**config.mk**
```make
export PLATFORM = sky130hd
export DESIGN_NAME = game_round_ctrl
export DESIGN_NICKNAME = d
export VERILOG_FILES = /design/src/rtl/game_round_ctrl.sv
export SDC_FILE = /design/constraint.sdc
export NUM_CORES = 1
export LEC_CHECK = 0
export ABC_AREA = 1
export CAP_MARGIN = 20
export CORE_ASPECT_RATIO = 1.5
export CORE_UTILIZATION = 55
export DETAILED_ROUTE_END_ITERATION = 10
export PLACE_DENSITY = 0.78
export SKIP_LAST_GASP = 1
export SYNTH_ARGS = -nofsm -noshare
export SYNTH_HDL_FRONTEND = slang
export SYNTH_SLANG_ARGS = --single-unit
```
**constraint.sdc**
```tcl
create_clock -name FrameClk -period 2.9 [get_ports FrameClk]
set_input_delay 0.58 -clock FrameClk [delete_from_list [all_inputs] [get_ports FrameClk]]
set_output_delay 0.58 -clock FrameClk [all_outputs]
set_load 0.005 [all_outputs]
```
**src/rtl/game_round_ctrl.sv**
```systemverilog
// ============================================================================
// Module   : game_round_ctrl
// Purpose  : Frame-clocked game sequencer. It runs the menu, a pre-round
//            countdown, NUM_ROUNDS timed rounds and an end screen. It also
//            gates obstacle spawning, drives the round-progress LED bar, and
//            reports the round index and phase.
//            Optional pause support is enabled by defining GAME_PAUSE_EN.
// Revision : 1.0 - initial release
// ============================================================================
`default_nettype none

module game_round_ctrl #(
    parameter int ROUND_FRAMES     = 7142,
    parameter int COUNTDOWN_FRAMES = 179,
    parameter int NUM_ROUNDS       = 3,
    parameter int LED_W            = 10,
    parameter int TIMER_W          = 16
) (
    input  logic               FrameClk,
    input  logic               Reset_n,
    input  logic               Continue,
    input  logic               Pause,
    output logic               SpawnEnable,
    output logic [2:0]         Phase,
    output logic [3:0]         Round,
    output logic [TIMER_W-1:0] Timer,
    output logic               RoundDone,
    output logic               GameOver,
    output logic [LED_W-1:0]   LED
);

    typedef enum logic [2:0] {
        S_MENU      = 3'd0,
        S_COUNTDOWN = 3'd1,
        S_PLAY      = 3'd2,
        S_PAUSED    = 3'd3,
        S_ROUND_END = 3'd4,
        S_GAME_OVER = 3'd5
    } state_t;

    // LED progress is floor(LED_W*Timer/ROUND_FRAMES). It is tracked as a
    // quotient/remainder pair that advances by LED_W per frame, so no divider
    // is needed.
    localparam int c_LIT_W = $clog2(LED_W + 1);
    localparam int c_ACC_W = $clog2(2 * ROUND_FRAMES) + 1;

    localparam logic [c_LIT_W-1:0] c_LED_Q   = c_LIT_W'(LED_W / ROUND_FRAMES);
    localparam logic [c_ACC_W-1:0] c_LED_R   = c_ACC_W'(LED_W % ROUND_FRAMES);
    localparam logic [c_ACC_W-1:0] c_RF      = c_ACC_W'(ROUND_FRAMES);
    localparam logic [LED_W-1:0]   c_LED_ALL = '1;

    localparam logic [TIMER_W-1:0] c_ROUND_LAST = TIMER_W'(ROUND_FRAMES - 1);
    localparam logic [TIMER_W-1:0] c_CD_LAST    = TIMER_W'(COUNTDOWN_FRAMES - 1);
    localparam logic [3:0]         c_LAST_ROUND = 4'(NUM_ROUNDS - 1);

    // A round starts with the countdown unless the countdown length is zero.
    localparam state_t c_START = (COUNTDOWN_FRAMES == 0) ? S_PLAY : S_COUNTDOWN;

    state_t               r_state, w_state_nxt;
    logic [3:0]           r_round, w_round_nxt;
    logic [TIMER_W-1:0]   r_timer, w_timer_nxt;
    logic [c_LIT_W-1:0]   r_lit, w_lit_nxt;
    logic [c_ACC_W-1:0]   r_acc, w_acc_nxt;
    logic                 r_round_done, w_round_done_nxt;
    logic                 r_game_over, w_game_over_nxt;
    logic                 r_spawn;
    logic [LED_W-1:0]     r_led, w_led_nxt;

    logic                 r_cont_q;
    logic                 r_armed;
    logic                 w_cont_rise;
    logic                 w_pause_rise;
    logic [c_ACC_W-1:0]   w_acc_sum;
    logic [c_LIT_W-1:0]   w_step_lit;
    logic [c_ACC_W-1:0]   w_step_acc;

    // The armed flag masks the first frame after reset. Because of it, a
    // button held through reset release does not count as a press.
    always_ff @(posedge FrameClk or negedge Reset_n) begin
        if (!Reset_n) begin
            r_cont_q <= 1'b0;
            r_armed  <= 1'b0;
        end else begin
            r_cont_q <= Continue;
            r_armed  <= 1'b1;
        end
    end

    assign w_cont_rise = Continue & ~r_cont_q & r_armed;

`ifdef GAME_PAUSE_EN
    logic r_pause_q;

    // Pause edge detector, with the same post-reset masking as Continue.
    always_ff @(posedge FrameClk or negedge Reset_n) begin
        if (!Reset_n) begin
            r_pause_q <= 1'b0;
        end else begin
            r_pause_q <= Pause;
        end
    end

    assign w_pause_rise = Pause & ~r_pause_q & r_armed;
`else
    logic w_unused_pause;
    assign w_unused_pause = Pause;
    assign w_pause_rise   = 1'b0;
`endif

    // One-frame advance of the LED progress quotient/remainder pair.
    assign w_acc_sum  = r_acc + c_LED_R;
    assign w_step_acc = (w_acc_sum >= c_RF) ? (w_acc_sum - c_RF) : w_acc_sum;
    assign w_step_lit = (w_acc_sum >= c_RF) ? (r_lit + c_LED_Q + c_LIT_W'(1))
                                            : (r_lit + c_LED_Q);

    // Next-state, counter and pulse logic.
    always_comb begin
        w_state_nxt      = r_state;
        w_round_nxt      = r_round;
        w_timer_nxt      = r_timer;
        w_lit_nxt        = r_lit;
        w_acc_nxt        = r_acc;
        w_round_done_nxt = 1'b0;
        w_game_over_nxt  = 1'b0;
        case (r_state)
            S_MENU: begin
                if (w_cont_rise) begin
                    w_state_nxt = c_START;
                    w_round_nxt = 4'd0;
                    w_timer_nxt = '0;
                    w_lit_nxt   = '0;
                    w_acc_nxt   = '0;
                end
            end
            S_COUNTDOWN: begin
                if (r_timer == c_CD_LAST) begin
                    w_state_nxt = S_PLAY;
                    w_timer_nxt = '0;
                    w_lit_nxt   = '0;
                    w_acc_nxt   = '0;
                end else begin
                    w_timer_nxt = r_timer + TIMER_W'(1);
                end
            end
            S_PLAY: begin
                // The round-end check comes first, so a pause press on the
                // terminal frame is ignored.
                if (r_timer == c_ROUND_LAST) begin
                    w_round_done_nxt = 1'b1;
                    w_timer_nxt      = '0;
                    w_lit_nxt        = '0;
                    w_acc_nxt        = '0;
                    if (r_round == c_LAST_ROUND) begin
                        w_state_nxt     = S_GAME_OVER;
                        w_game_over_nxt = 1'b1;
                    end else begin
                        w_state_nxt = S_ROUND_END;
                    end
                end else if (w_pause_rise) begin
                    w_state_nxt = S_PAUSED;
                end else begin
                    w_timer_nxt = r_timer + TIMER_W'(1);
                    w_lit_nxt   = w_step_lit;
                    w_acc_nxt   = w_step_acc;
                end
            end
            S_PAUSED: begin
                if (w_pause_rise) begin
                    w_state_nxt = S_PLAY;
                end
            end
            S_ROUND_END: begin
                if (w_cont_rise) begin
                    w_state_nxt = c_START;
                    w_round_nxt = r_round + 4'd1;
                    w_timer_nxt = '0;
                end
            end
            S_GAME_OVER: begin
                if (w_cont_rise) begin
                    w_state_nxt = c_START;
                    w_round_nxt = 4'd0;
                    w_timer_nxt = '0;
                end
            end
            default: begin
                w_state_nxt = S_MENU;
                w_round_nxt = 4'd0;
                w_timer_nxt = '0;
                w_lit_nxt   = '0;
                w_acc_nxt   = '0;
            end
        endcase
    end

    // LED bar value for the phase being entered.
    always_comb begin
        w_led_nxt = '0;
        case (w_state_nxt)
            S_MENU, S_COUNTDOWN: w_led_nxt = c_LED_ALL;
            S_PLAY, S_PAUSED:    w_led_nxt = c_LED_ALL << w_lit_nxt;
            default:             w_led_nxt = '0;
        endcase
    end

    // State and registered outputs.
    always_ff @(posedge FrameClk or negedge Reset_n) begin
        if (!Reset_n) begin
            r_state      <= S_MENU;
            r_round      <= 4'd0;
            r_timer      <= '0;
            r_lit        <= '0;
            r_acc        <= '0;
            r_round_done <= 1'b0;
            r_game_over  <= 1'b0;
            r_spawn      <= 1'b0;
            r_led        <= c_LED_ALL;
        end else begin
            r_state      <= w_state_nxt;
            r_round      <= w_round_nxt;
            r_timer      <= w_timer_nxt;
            r_lit        <= w_lit_nxt;
            r_acc        <= w_acc_nxt;
            r_round_done <= w_round_done_nxt;
            r_game_over  <= w_game_over_nxt;
            r_spawn      <= (w_state_nxt == S_PLAY);
            r_led        <= w_led_nxt;
        end
    end

    assign Phase       = r_state;
    assign Round       = r_round;
    assign Timer       = r_timer;
    assign SpawnEnable = r_spawn;
    assign RoundDone   = r_round_done;
    assign GameOver    = r_game_over;
    assign LED         = r_led;

endmodule

`default_nettype wire

```
# After elaboration in Yosys (flattened, before gate mapping)
# Index checks and enable logic that the tools add are counted.
# word_totals
reg_bits,57
in_bits,4
word_cells,79
out_inout_bits,36
# op_classes
n_lt_le_gt_ge,1
muxes,28
reduce_logical,11
bitwise,6
n_eq_ne,16
shifts,1
n_addsub,5
# ops
cell,count
case mux 16 bit (4 select lines),1
two-way mux 15 bit,4
case mux 15 bit (4 select lines),1
two-way mux 16 bit,3
two-way mux 4 bit,6
case mux 10 bit (2 select lines),1
adder 16 x 1 -> 16 bit (second input constant),1
equality test 16 x 13 -> 1 bit (second input constant),1
equality test 16 x 8 -> 1 bit (second input constant),1
case mux 4 bit (4 select lines),1
adder 15 x 4 -> 15 bit (second input constant),1
greater-or-equal comparator 15 x 13 -> 1 bit (second input constant),1
subtractor 15 x 13 -> 15 bit (second input constant),1
equality test 3 x 2 -> 1 bit (second input constant),4
case mux 3 bit (4 select lines),1
case mux 4 bit (3 select lines),1
left shift 10 x 4 -> 10 bit (first input constant),1
two-way mux 3 bit,3
OR reduction 3 bit,3
adder 4 x 1 -> 4 bit (second input constant),2
equality test 3 x 1 -> 1 bit (second input constant),2
equality test 3 bit (second input constant),2
zero test 3 bit,2
two-way mux 1 bit,6
other kinds (8),18

# Logic depth before layout (Yosys ltp)
# logic_depth
depth_word,8
ltp_mapped,18
mapped_depth_nobuf,18

# Worst setup path after synthesis
# No wires, ideal clock.
# synth_timing
kind,flip-flop to flip-flop
from,reg r_acc[1]
to,reg r_acc[6]
arrival_ps,1957
path_stages_with_launch,11
setup_ps,139
n_path_buf,1
period_less_slack_ps,2096
slack_ps,804
cell_sequence,dfrtp_1 -> ha_1 -> xor2_1 -> nand3_1 -> nor2_2 -> nand3_2 -> nand3_4 -> buf_6 -> nand3b_1 -> xor2_1 -> o22ai_2
# synth_via
elab_chain_cells,5
elab_cells_between_ends,6
# synth_rtl
item,line,rtl
start: declaration,63,"logic [c_ACC_W-1:0] r_acc, w_acc_nxt;"
start signal: assignment,223,r_acc <= w_acc_nxt;
adder 15 x 4 -> 15 bit (*),111,assign w_acc_sum = r_acc + c_LED_R;
subtractor 15 x 13 -> 15 bit or greater-or-equal comparator 15 x 13 -> 1 bit (tied branches),112,assign w_step_acc = (w_acc_sum >= c_RF) ? (w_acc_sum - c_RF) : w_acc_sum;
two-way mux 15 bit (*),112,
two-way mux 15 bit (*),148,if (r_timer == c_ROUND_LAST) begin
case mux 15 bit (4 select lines) (*),125,case (r_state)
# Mark *: on every way between the ends. The rest lies on a longest branch, timed or not.
# A chain may end at the register's enable or synchronous reset.

# Worst setup path after layout
# layout_timing
from,"reg r_timer[7], in the netlist Timer[7]"
to,"reg r_led[2], in the netlist LED[2]"
# layout_via
elab_chain_cells,6
elab_cells_between_ends,16
# layout_rtl
item,line,rtl
start: declaration,61,"logic [TIMER_W-1:0] r_timer, w_timer_nxt;"
start signal: assignment,221,r_timer <= w_timer_nxt;
branches (longest 5 deep; another with equality test 16 x 13 -> 1 bit),-,
case mux 10 bit (2 select lines) (*),199,case (w_state_nxt)
named net w_led_nxt[2],67,"logic [LED_W-1:0] r_led, w_led_nxt;"
end signal: assignment,217,r_led <= c_LED_ALL;
end signal: assignment,227,r_led <= w_led_nxt;
end: declaration,67,
# Mark *: on every way through the listed nets, which the timed path passes.

==> metrics.csv <==
stage;metric;value;unit
sta;RSZ-0062 raised after global routing;no;
floorplan;Initial Util;0.575;
cts;clock slew at reported path FFs;0.10;ns
cells_and_area;share of layout cells above drive strength 1;0.179;
sta;Final min period;2.51;ns
synth;EDFF count, synth;0;
global_routing;met2 usage;0.515;
floorplan;IO Count;40;
cts;CTS max path bufs;2;
cts;CTS Root Cell;clkbuf_8;
synth;post-synth top area cell;dfrtp_1;
synth;Seq cells post-synth;56;
pwr;Reg power frac;0.464;
setup_path;crit path max fanout;12;
pwr;Psw;595;uW
cts;Setup Fix Bufs, Post-CTS;0;
synth;synth unique cells;39;
pwr;Clock Power Share;0.302;
place;setup slack at placement;0.267;ns
synth;async set-reset flop share out of synthesis;1.00;
sta;worst setup margin;0.387;ns
cells_and_area;fin nets;509;
cts;clock latency on the worst-skew pair;0.31;ns
pwr;Leak Pwr;1.93;nW
detailed_routing;DRC viols;0;
detailed_routing;Vias;3163;
global_routing;initial antenna violation count;0;
sta;fmax;398;MHz
pwr;Sw Share;0.299;
cts;CTS resizes;0;
global_routing;Total GRT Usage;0.273;
cells_and_area;fin cells;572;
global_routing;grt peak-use layer;met2;
place;RD Place Congestion;0.907;
pwr;cell internal pwr;1.40;mW
cells_and_area;ANT cells;0;
floorplan;die area;6790;um2
floorplan;core area;6170;um2
place;placed insts;564;
global_routing;largest net degree at the start of global routing;27;
synth;register area share after synthesis;0.398;
setup_path;Setup CP Type;flop to flop;
detailed_routing;TritonRoute pass-1 iters;5;
synth;Syn Nets;464;
cts;cts-stage hold buffer count;0;
pwr;combinational share of power;0.234;
setup_path;CP peak stage delay;0.43;ns
global_routing;grt ovf;0;
cts;CTS sink count;56;
place;DP Wirelength;6280;um
synth;Yosys warnings;0;
setup_path;Worst EP required;3.15;ns
setup_path;CP max-delay cell;dfrtp_1;
global_routing;first-pass GRT wire length;14000;um
sta;Setup Total Neg Slack;0;ns
hold_path;worst min path class;input pin to asynchronous set/reset pin;
run;Max Cap Violations;0;
setup_path;crit path cell chain;nand2_1 -> nor3_1 -> nand3_1 -> nor3_1 -> nor2_2 -> inv_2 -> nand2_1 -> nor2_1 -> nand2_1 -> nand2_2 -> nand2_2 -> nor2_1;
global_routing;met1 GRT Util;0.280;
detailed_routing;DRT Wirelength;8270;um
pwr;Tot Pwr;1.99;mW
detailed_routing;routed len/inst;14.5;um
setup_path;Critical Path End Type;flop;
synth;dominant synthesized flop cell;dfrtp_1;
floorplan;# rows;35;
sta;Final setup violation count;0;
setup_path;Worst Reg-to-Reg Cells;12;
cts;TritonCTS buffer count;5;
sta;worst clock skew;0.00847;ns
setup_path;Worst path most repeated cell;nand2_1;
sta;Fin. Hold Viols;0;
pwr;VDD IR max;0.331;mV
pwr;Power Dens Cells;479;nW/um2
detailed_routing;Initial DRC Count;132;
synth;synthesized instance count;452;
cells_and_area;synthesis-to-finish area growth;17.1;%
setup_path;Worst Path Arrival;2.76;ns
sta;fin. max-slew vios;0;
synth;area of the mapped netlist;3550;um2
synth;synth top area cells;dfrtp_1 (32%), nand2_1 (8.9%), dfstp_2 (7.4%);
synth;Avg Cell Area, Syn;7.86;um2
global_routing;vias in the first global route;3250;
detailed_routing;vias per cell;5.53;
cts;CTS H-tree lvls;2;
place;PortBufs;38;
sta;fin crit share;0.866;
global_routing;met3 usage;0.0352;
detailed_routing;Final ANT Viol Nets;0;
setup_path;Worst setup SP type;flop;
status;status;finished clean;
synth;post-synth top area share;0.324;
floorplan;die height;100;um
floorplan;die width;67.6;um
cts;CTS tree;done;
## worst paths after layout
| kind | from | end | slack [ns] |
|---|---|---|---|
| min reg2reg | r_acc[1] | r_acc[1] | 0.56 |
| min | Reset_n | Timer[9] | 0.13 |
| min in group FrameClk | r_acc[1] | r_acc[1] | 0.56 |
| max reg2reg | Timer[7] | LED[2] | 0.39 |
| max in group asynchronous | Reset_n | Timer[6] | 2.14 |
| max | Timer[7] | LED[2] | 0.39 |
## final cells by class
class,instances,area (um2)
Tap cell,74,92.6
Multi-Input combinational cell,315,1830
Fill cell,511,2020
Inverter,77,289
Timing Repair Buffer,42,405
Clock buffer,6,72.6
Sequential cell,56,1410
Clock inverter,2,60.1
## flip-flops by register name, indices dropped and copies added, names as in the netlist, 3 cells and up
signal and flops:
Phase 3, Timer 16, r_lit 4, LED 10, Round 4, r_acc 14
## routing by layer
layer,vias to the layer above,part of all wire
li1,1536,-
met1,1512,0.37
met2,78,0.56
met3,37,0.031
met4,0,0.039
met5,-,0
## worst max-delay path, delay by kind of cell (launching register included)
family	cells	cell delay [ns]
buffers and inverters	1	0.24
flip-flops	1	0.43
AND/OR/NAND/NOR	11	1.77
## power groups by stage
stage / Clock, mW / Combinational, mW / Sequential [mW]
3_3_place_gp: 0 / 0.452 / 0.936
3_5_place_dp: 0 / 0.461 / 0.937
4_1_cts: 0.610 / 0.466 / 0.924
5_1_grt: 0.640 / 0.517 / 0.935
6_report: 0.601 / 0.466 / 0.925
2_1_floorplan: 0 / 0.243 / 0.928
## cell usage after synthesis (all sizes together) (2+ instances only)
master,n
nand2,107
inv,77
nor2,60
dfrtp,46
nand3,36
o21ai,25
xor2,17
o22ai,13
a21oi,11
nand4,11
nor3,11
dfstp,10
ha,8
xnor2,4
a211oi,2
a31oi,2
buf,2
clkbuf,2
nand3b,2
## through the flow
stage,hold WS [ns],instance area [um2],utilization
3_5_place_dp,0.475,4030,0.652
4_1_cts,0.134,4160,0.674
6_report,0.126,4160,0.674
3_3_place_gp,0.473,4030,0.652
2_1_floorplan,0.284,3550,-
5_1_grt,0.148,4160,0.674
## cells by family after synthesis
kind of cell,synth area share
compound gates,0.0937
xor+xnor,0.0581
fa+ha+maj,0.0282
buf+inv,0.0881
flops,0.398
other cells,0.00106
simple gates,0.333
## cell usage in the layout (no fill, tap or decap), drive strengths merged, types with 6 or more instances in the layout
cell type	count
nand2	107
inv	77
nor2	60
dfrtp	46
clkdlybuf4s50	37
nand3	36
o21ai	25
xor2	17
o22ai	13
nor3	11
nand4	11
a21oi	11
dfstp	10
ha	8
clkbuf	6
Power figures use the tool's default switching activity.
